$ cat config.mk
export PLATFORM = sky130hd
export DESIGN_NAME = ingress_pkt_buffer
export DESIGN_NICKNAME = d
export VERILOG_FILES = /design/src/rtl/switch_pkg.sv /design/src/rtl/ingress_pkt_buffer_sync_fifo.sv /design/src/rtl/ingress_pkt_buffer.sv
export SDC_FILE = /design/constraint.sdc
export NUM_CORES = 1
export LEC_CHECK = 0
export BUFFER_PORTS_ARGS = -buffer_cell sky130_fd_sc_hd__buf_4
export CAP_MARGIN = 15
export CELL_PAD_IN_SITES_DETAIL_PLACEMENT = 0
export CELL_PAD_IN_SITES_GLOBAL_PLACEMENT = 1
export CORE_ASPECT_RATIO = 1.2
export CORE_MARGIN = 4
export CORE_UTILIZATION = 47
export DETAILED_ROUTE_END_ITERATION = 12
export PLACE_DENSITY_LB_ADDON = 0.1
export REMOVE_ABC_BUFFERS = 1
export SYNTH_ARGS = -nofsm -noshare
export SYNTH_HDL_FRONTEND = slang
export SYNTH_SLANG_ARGS = --single-unit
$ cat constraint.sdc
create_clock -name clk -period 6.4 [get_ports clk]
set_input_delay 0.32 -clock clk [delete_from_list [all_inputs] [get_ports clk]]
set_output_delay 0.32 -clock clk [all_outputs]
set_load 0.005 [all_outputs]
$ cat src/rtl/switch_pkg.sv
// Shared switch-wide constants and types for the ingress path.
package switch_pkg;

    localparam int N_PORTS    = 4;
    localparam int IDX_WIDTH  = 2;
    localparam int BEAT_WIDTH = 8;

    typedef logic [IDX_WIDTH-1:0] port_idx_t;

    typedef struct packed {
        logic                  last;
        logic [BEAT_WIDTH-1:0] data;
    } beat_t;

    typedef enum logic [1:0] {
        WR_SOP  = 2'd0,
        WR_BODY = 2'd1,
        WR_DROP = 2'd2
    } wr_state_t;

endpackage

$ cat src/rtl/ingress_pkt_buffer_sync_fifo.sv
// Small first-word-fall-through FIFO; holds one destination per stored packet.
module sync_fifo #(
    parameter int WIDTH = 2,
    parameter int AW    = 3
) (
    input  logic             clk,
    input  logic             reset,
    input  logic             push,
    input  logic [WIDTH-1:0] din,
    input  logic             pop,
    output logic [WIDTH-1:0] dout,
    output logic             empty,
    output logic             full
);

    localparam int DEPTH = 1 << AW;

    logic [WIDTH-1:0] mem_q [DEPTH];
    logic [AW:0]      wr_ptr_q, wr_ptr_d;
    logic [AW:0]      rd_ptr_q, rd_ptr_d;
    logic             do_push;
    logic             do_pop;

    always_comb begin
        empty    = (wr_ptr_q == rd_ptr_q);
        full     = (wr_ptr_q[AW] != rd_ptr_q[AW]) &&
                   (wr_ptr_q[AW-1:0] == rd_ptr_q[AW-1:0]);
        do_push  = push && !full;
        do_pop   = pop && !empty;
        wr_ptr_d = wr_ptr_q + {{AW{1'b0}}, do_push};
        rd_ptr_d = rd_ptr_q + {{AW{1'b0}}, do_pop};
        dout     = mem_q[rd_ptr_q[AW-1:0]];
    end

    always_ff @(posedge clk) begin
        if (reset) begin
            wr_ptr_q <= '0;
            rd_ptr_q <= '0;
        end else begin
            wr_ptr_q <= wr_ptr_d;
            rd_ptr_q <= rd_ptr_d;
        end
    end

    always_ff @(posedge clk) begin
        if (do_push) begin
            mem_q[wr_ptr_q[AW-1:0]] <= din;
        end
    end

endmodule

$ cat src/rtl/ingress_pkt_buffer.sv
// Store-and-forward packet buffer for one ingress port; whole packets are dropped on overflow.
// Optional drop counter output enabled by defining INGRESS_DROP_CNT_EN.
module ingress_pkt_buffer #(
    parameter int DATA_WIDTH = 8,
    parameter int N_PORTS    = switch_pkg::N_PORTS,
    parameter int IDX_WIDTH  = switch_pkg::IDX_WIDTH,
    parameter int ADDR_WIDTH = 6,
    parameter int DESC_AW    = 3
) (
    input  logic                  clk,
    input  logic                  reset,
    input  logic                  in_valid,
    input  logic [DATA_WIDTH-1:0] in_data,
    input  logic                  in_last,
    output logic                  out_valid,
    output logic [DATA_WIDTH-1:0] out_data,
    output logic                  out_last,
    output logic [IDX_WIDTH-1:0]  out_dst,
    input  logic                  out_ready,
    output logic                  pkt_drop
`ifdef INGRESS_DROP_CNT_EN
    ,
    output logic [15:0]           drop_count
`endif
);

    import switch_pkg::*;

    localparam int DEPTH  = 1 << ADDR_WIDTH;
    localparam int DST_W  = $clog2(N_PORTS);
    localparam int MEM_W  = DATA_WIDTH + 1;

    // Each entry is {last, data}; read is combinational so the head falls through.
    logic [MEM_W-1:0]    mem_q [DEPTH];

    wr_state_t           state_q, state_d;
    logic [ADDR_WIDTH:0] wr_ptr_q, wr_ptr_d;
    logic [ADDR_WIDTH:0] wr_commit_q, wr_commit_d;
    logic [ADDR_WIDTH:0] rd_ptr_q, rd_ptr_d;
    logic [DST_W-1:0]    cur_dst_q, cur_dst_d;
    logic                pkt_drop_q, pkt_drop_d;

    logic                data_full;
    logic                mem_we;
    logic                desc_push;
    logic [DST_W-1:0]    desc_din;
    logic                desc_pop;
    logic [DST_W-1:0]    desc_head;
    logic                desc_empty;
    logic                desc_full;
    logic [MEM_W-1:0]    head_beat;
    logic                rd_pop;

    // Full compares against the read pointer before this cycle's pop.
    always_comb begin
        data_full = (wr_ptr_q[ADDR_WIDTH] != rd_ptr_q[ADDR_WIDTH]) &&
                    (wr_ptr_q[ADDR_WIDTH-1:0] == rd_ptr_q[ADDR_WIDTH-1:0]);
    end

    always_comb begin
        state_d     = state_q;
        wr_ptr_d    = wr_ptr_q;
        wr_commit_d = wr_commit_q;
        cur_dst_d   = cur_dst_q;
        mem_we      = 1'b0;
        desc_push   = 1'b0;
        desc_din    = cur_dst_q;
        pkt_drop_d  = 1'b0;

        case (state_q)
            WR_SOP: begin
                if (in_valid) begin
                    if (!desc_full && !data_full) begin
                        mem_we    = 1'b1;
                        wr_ptr_d  = wr_ptr_q + 1'b1;
                        cur_dst_d = in_data[DST_W-1:0];
                        if (in_last) begin
                            wr_commit_d = wr_ptr_q + 1'b1;
                            desc_push   = 1'b1;
                            desc_din    = in_data[DST_W-1:0];
                        end else begin
                            state_d = WR_BODY;
                        end
                    end else begin
                        pkt_drop_d = 1'b1;
                        if (!in_last) begin
                            state_d = WR_DROP;
                        end
                    end
                end
            end
            WR_BODY: begin
                if (in_valid) begin
                    if (!data_full) begin
                        mem_we   = 1'b1;
                        wr_ptr_d = wr_ptr_q + 1'b1;
                        if (in_last) begin
                            wr_commit_d = wr_ptr_q + 1'b1;
                            desc_push   = 1'b1;
                            state_d     = WR_SOP;
                        end
                    end else begin
                        // Throw away the partial packet by rewinding to the last commit.
                        wr_ptr_d   = wr_commit_q;
                        pkt_drop_d = 1'b1;
                        state_d    = in_last ? WR_SOP : WR_DROP;
                    end
                end
            end
            WR_DROP: begin
                if (in_valid && in_last) begin
                    state_d = WR_SOP;
                end
            end
            default: begin
                state_d = WR_SOP;
            end
        endcase
    end

    always_comb begin
        head_beat = mem_q[rd_ptr_q[ADDR_WIDTH-1:0]];
        out_valid = !desc_empty;
        out_data  = out_valid ? head_beat[DATA_WIDTH-1:0] : '0;
        out_last  = out_valid && head_beat[DATA_WIDTH];
        out_dst   = out_valid ? IDX_WIDTH'(desc_head) : '0;
        rd_pop    = out_valid && out_ready;
        rd_ptr_d  = rd_ptr_q + {{ADDR_WIDTH{1'b0}}, rd_pop};
        desc_pop  = rd_pop && head_beat[DATA_WIDTH];
        pkt_drop  = pkt_drop_q;
    end

    always_ff @(posedge clk) begin
        if (reset) begin
            state_q     <= WR_SOP;
            wr_ptr_q    <= '0;
            wr_commit_q <= '0;
            rd_ptr_q    <= '0;
            cur_dst_q   <= '0;
            pkt_drop_q  <= 1'b0;
        end else begin
            state_q     <= state_d;
            wr_ptr_q    <= wr_ptr_d;
            wr_commit_q <= wr_commit_d;
            rd_ptr_q    <= rd_ptr_d;
            cur_dst_q   <= cur_dst_d;
            pkt_drop_q  <= pkt_drop_d;
        end
    end

    always_ff @(posedge clk) begin
        if (mem_we) begin
            mem_q[wr_ptr_q[ADDR_WIDTH-1:0]] <= {in_last, in_data};
        end
    end

    sync_fifo #(
        .WIDTH (DST_W),
        .AW    (DESC_AW)
    ) u_desc_fifo (
        .clk   (clk),
        .reset (reset),
        .push  (desc_push),
        .din   (desc_din),
        .pop   (desc_pop),
        .dout  (desc_head),
        .empty (desc_empty),
        .full  (desc_full)
    );

`ifdef INGRESS_DROP_CNT_EN
    logic [15:0] drop_count_q, drop_count_d;

    // Counts alongside the decision so the total is current when pkt_drop is seen.
    always_comb begin
        drop_count_d = drop_count_q;
        if (pkt_drop_d && (drop_count_q != 16'hFFFF)) begin
            drop_count_d = drop_count_q + 16'd1;
        end
        drop_count = drop_count_q;
    end

    always_ff @(posedge clk) begin
        if (reset) begin
            drop_count_q <= '0;
        end else begin
            drop_count_q <= drop_count_d;
        end
    end
`endif

endmodule

# Yosys cells after proc, flatten, opt, wreduce, memory -nomap -nowiden
# Memories as Yosys holds them, arrays and structs flattened. A register that Yosys moved wholly into a read port is not among the register bits.
# Index checks and enable logic that the tools add are counted.
dict set report totals {
  input_bits 13
  romBits 0
  n_memories 2
  wordCells 95
  register_bits 34
  ramBits 592
  out_inout_bits 13
  latchBits 0
}
dict set report classes {
  n_lt_le_gt_ge 0
  muxes 49
  multipliers 0
  eq_ne 14
  div_mod_pow 0
  reduce_logical 18
  n_bitwise 0
  shift 0
  n_addsub 4
}
# memory depth width read_ports rd_ports_with_merged_regs wr line_no
set mem_list {}
lappend mem_list {mem_q 64 9 1 1 1 ingress_pkt_buffer.sv:34} ;# logic [MEM_W-1:0] mem_q [DEPTH];
lappend mem_list {u_desc_fifo.mem_q 8 2 1 1 1 ingress_pkt_buffer_sync_fifo.sv:18} ;# logic [WIDTH-1:0] mem_q [DEPTH];
# operator count
set ops {}
lappend ops {{two-way mux 7 bit} 9}
lappend ops {{two-way mux 2 bit} 14}
lappend ops {{case mux 7 bit (2 select lines)} 2}
lappend ops {{two-way mux 1 bit} 17}
lappend ops {{inequality test 2 bit, second input constant} 6}
lappend ops {{AND reduction 5 bit} 2}
lappend ops {{logical AND 1 bit} 9}
lappend ops {{adder 4 x 1 -> 4 bit} 2}
lappend ops {{two-way mux 8 bit} 1}
lappend ops {{adder 7 x 1 -> 7 bit} 1}
lappend ops {{adder 7 x 1 -> 7 bit, second input constant} 1}
lappend ops {{equality test 6 bit} 1}
lappend ops {{two-way mux 6 bit} 1}
lappend ops {{case mux 1 bit (2 select lines)} 3}
lappend ops {{case mux 2 bit (3 select lines)} 1}
lappend ops {{equality test 4 bit} 1}
lappend ops {{AND reduction 4 bit} 1}
lappend ops {{equality test 3 bit} 1}
lappend ops {{zero test 1 bit} 3}
lappend ops {{two-way mux 3 bit} 1}
lappend ops {{inequality test 3 bit, second input constant} 1}
lappend ops {{AND reduction 3 bit} 1}
lappend ops {{equality test 2 x 1 -> 1 bit, second input constant} 1}
lappend ops {{equality test 2 bit, second input constant} 1}
lappend ops {{3 further kinds} 4}

# Longest topological paths before layout
dict set report depth {
  depth_word 10
  ltp_mapped 13
  ltp_nobuf 10
}

# Hierarchy
# From an unflattened synthesis, not the netlist that was laid out.
dict set report unflattened {
  hier_cells 1284
  hier_area_um2 24897.6
}
# module area_each_um2 seq_area_each_um2 instances cells_each
set modules_own_cells {}
lappend modules_own_cells {ingress_pkt_buffer 23804.1 17817.1 1 1208}
lappend modules_own_cells {sync_fifo 1093.5 640.6 1 76}

# Worst setup path before layout
# OpenSTA, ideal clock, no wires.
dict set report synth_timing {
  path_kind {flip-flop to flip-flop}
  startpoint {reg rd_ptr_q[1] (netlist name)}
  endpoint {reg u_desc_fifo.rd_ptr_q[1]}
  arrival_ps 2486
  setup_ps 128
  synth_period_minus_slack_ps 2614
  path_buffers 3
  required_time_ps 6272
  path_stages_with_launch 12
  setup_slack_ps 3786
  path_cell_list {dfxtp_1 -> buf_2 -> buf_4 -> buf_4 -> mux4_2 -> a211oi_1 -> o21ai_0 -> a32o_1 -> and2_1 -> ha_1 -> ha_1 -> nor2b_1}
}
# element line_no
set synth_lines {}
lappend synth_lines {{end signal, assigned} ingress_pkt_buffer_sync_fifo.sv:41} ;# rd_ptr_q <= rd_ptr_d;
lappend synth_lines {{end, declared} ingress_pkt_buffer_sync_fifo.sv:20} ;# logic [AW:0] rd_ptr_q, rd_ptr_d;

==> results.cfg <==
[detailed_routing]
first_pass_iters = 5
post_drt_via_cell_ratio = 5.89
ant_nets = 0
drtIter0Drc = 1284
wl_per_cell_um = 28.5
drc = 0
routed_wl_mm = 59.1
dr_total_vias = 12201

[finish]
area_delta_synth_final_pct = 11.1
utilization_pct = 52.6
nFillCells = 4201
drive_gt1_share_pct = 19.8
instances_no_fill = 2072
final_area_mm2 = 0.0276
layout_commonest_cell = edfxtp_1
most-common-layout-cells = edfxtp_1, mux4_2, nor2_1, mux2i_1, clkbuf_16
nets = 1335

[timing]
maxSlewHeadroom_pct = 27.2
fin_worst_skew_ns = 0.0208
fmax_mhz = 227
period_minus_slack_ns = 4.40
slew_viol_final = 0
worst_slew_pin_slew_ns = 1.09
finalSetupViolations = 0
fin_crit_sh_pct = 68.7
fin_hold_ws_ns = 0.0625
rsz0062_at_grt = no
finalHoldViolCount = 0

[clock_tree]
clockBufferDepth = 3
cts.sinks = 626
root_buffer = clkbuf_16
cts_resized = 0
clock_latency_ns = 0.62
post_cts_buffers = 0
htreeDepth = 2
clk_pin_slew_worst_paths_ns = 0.06
cts_made_buffers = 61
tritoncts = built
holdBufCountCts = 0

[yosys]
synthArstFlopShare_pct = 0
synth_area_mm2 = 0.0248
ys_types = 59
synth_ff_type = edfxtp_1
yosys_warnings = 0
syn_avg_cell_area_um2 = 19.3
ys_ff_latch = 626
synth-edff-count = 592
syn-instance-count = 1287
yosysSeqAreaShare_pct = 74.4

[placed_design]
dp_hpwl_mm = 35.4
postPlaceCellArea_mm2 = 0.0256
dp_cells = 1957
portBuffers = 25
gp_congestion = 0.834

[min_path]
hp-class = in2reg

[power]
peakVddDrop_mv = 0.225
power_mw = 8.52
power.density_mw_per_mm2 = 309
p_leak_nw = 8.39

[die]
dieArea_mm2 = 0.0566
io_pins = 26
initial_core_util_pct = 47.4
coreArea_mm2 = 0.0524
dieHeight_um = 260
die_w_um = 218
rows = 92

[global_route]
grt_pass1_wl_mm = 87.3
met2_usage_pct = 34.6
grt.overflow.total = 0
grt_max_degree = 93
track_usage_pct = 21.2
grt_pass1_vias = 12538
antenna_found_initial = 0
use_met1_pct = 30.6
use_met3_pct = 2.96
top_usage_layer = met2

[setup_path]
path_max_fanout = 92
path_class = reg2out
slowest_stage = dfxtp_4
arrival_ns = 4.08
critPathRequiredTime_ns = 6.08
endpoint_kind = primary output
cp-start-kind = flip-flop
worst_path_largest_cell_delay_ns = 0.75
crit_chain = buf_12, mux4_2, nand3_1, nor4b_1, a31oi_1, a32o_1, and2_1, buf_4

[outcome]
status = finished clean

[run]
cap_violations = 0
report_power, final:
part	switching (mW)	internal (mW)
Clock	1.51	2.03
Sequential	0.0260	4.50
Combinational	0.266	0.182
Total	1.81	6.71
cells in the mapped netlist (2+ instances only):
cell,instances,area (um2)
edfxtp_1,592,17800
mux4_2,130,2930
nor2_1,111,417
mux2i_1,68,681
dfxtp_1,34,681
nand2_1,34,128
clkbuf_1,22,82.6
buf_2,20,100
nand3_1,20,100
buf_4,18,135
o22ai_1,18,113
a21oi_1,16,80.1
nor2b_1,16,100
xnor2_1,15,131
a22oi_1,13,97.6
nor3_1,13,65.1
a211oi_1,12,90.1
a22o_1,10,87.6
o21ai_0,10,50.1
xor2_1,10,87.6
and2_1,9,56.3
ha_1,7,87.6
nand2b_1,7,43.8
buf_6,6,67.6
nand3b_1,6,45.0
buf_1,5,18.8
inv_1,5,18.8
o221ai_1,5,43.8
a2111oi_0,4,35.0
mux2_2,4,45.0
nand4_1,4,25.0
nor4b_1,4,35.0
mux2_4,3,45.0
o311ai_0,3,26.3
or3_1,3,18.8
a211o_1,2,17.5
a21boi_0,2,15.0
a31oi_1,2,12.5
nor4_1,2,12.5
o211ai_1,2,15.0
o31a_1,2,17.5
sequential cells by signal, indices dropped and copies added, names as in the netlist:
name and flops:
rd_ptr_q 7, pkt_drop 1, u_desc_fifo.mem_q 16, wr_commit_q 7, cur_dst_q 2, state_q 2
wr_ptr_q 7, u_desc_fifo.rd_ptr_q 4, mem_q 576, u_desc_fifo.wr_ptr_q 4
metrics by stage:
| step | worst slack (ns) | setup TNS, ns |
|---|---|---|
| 3_5_place_dp | 2.51 | 0 |
| 6_report | 2.00 | 0 |
| 2_1_floorplan | -1.06 | -359.74 |
| 3_3_place_gp | 2.51 | 0 |
| 5_1_grt | 1.86 | 0 |
| 4_1_cts | 1.99 | 0 |
metal layers:
layer	wire (um)	vias up
li1	-	5279
met4	1560	0
met3	3400	91
met2	29100	387
met1	25100	6444
met5	0	-
worst paths after layout:
check / endpoint / cells past startpoint / start / slack, ns
worst min-delay path: state_q[0] / 3 / in_valid / 0.06
worst min register to register: wr_commit_q[2] / 2 / wr_commit_q[2] / 0.45
worst max-delay path: out_last / 8 / rd_ptr_q[1] / 2.00
worst max register to register: u_desc_fifo.rd_ptr_q[1] / 10 / rd_ptr_q[1] / 2.45
cell families after synthesis:
group / after synthesis / synth area share [%]
DFF: 626 / 74.4
and+or+nand+nor: 238 / 4.54
muxes: 206 / 15.0
AOI/OAI and AO/OA: 108 / 3.13
buffers and inverters: 77 / 1.72
xor gates and xnor gates: 25 / 0.882
adders and majority gates: 7 / 0.353
layout make-up:
| cell class | instances | area (um2) | share of cell area (%) |
|---|---|---|---|
| multi-input cells | 584 | 5940 | 21.5 |
| inverters | 6 | 22.5 | 0.0817 |
| flip-flops and latches | 626 | 18500 | 67.0 |
| clock inverters | 41 | 354 | 1.28 |
| repair buffers | 36 | 295 | 1.07 |
| well taps | 705 | 882 | 3.20 |
| diodes | 1 | 2.50 | 0.00907 |
| clock buffers | 73 | 1610 | 5.85 |
worst max-delay path, delay by kind of cell, from the launching register on:
| family | cells | cell delay (ns) |
|---|---|---|
| and+or+nand+nor | 3 | 0.76 |
| DFF | 1 | 0.75 |
| buffers and inverters | 2 | 0.71 |
| muxes | 1 | 0.59 |
| AOI/OAI and AO/OA | 2 | 0.53 |
No activity file was read; power rests on OpenSTA's default activity.
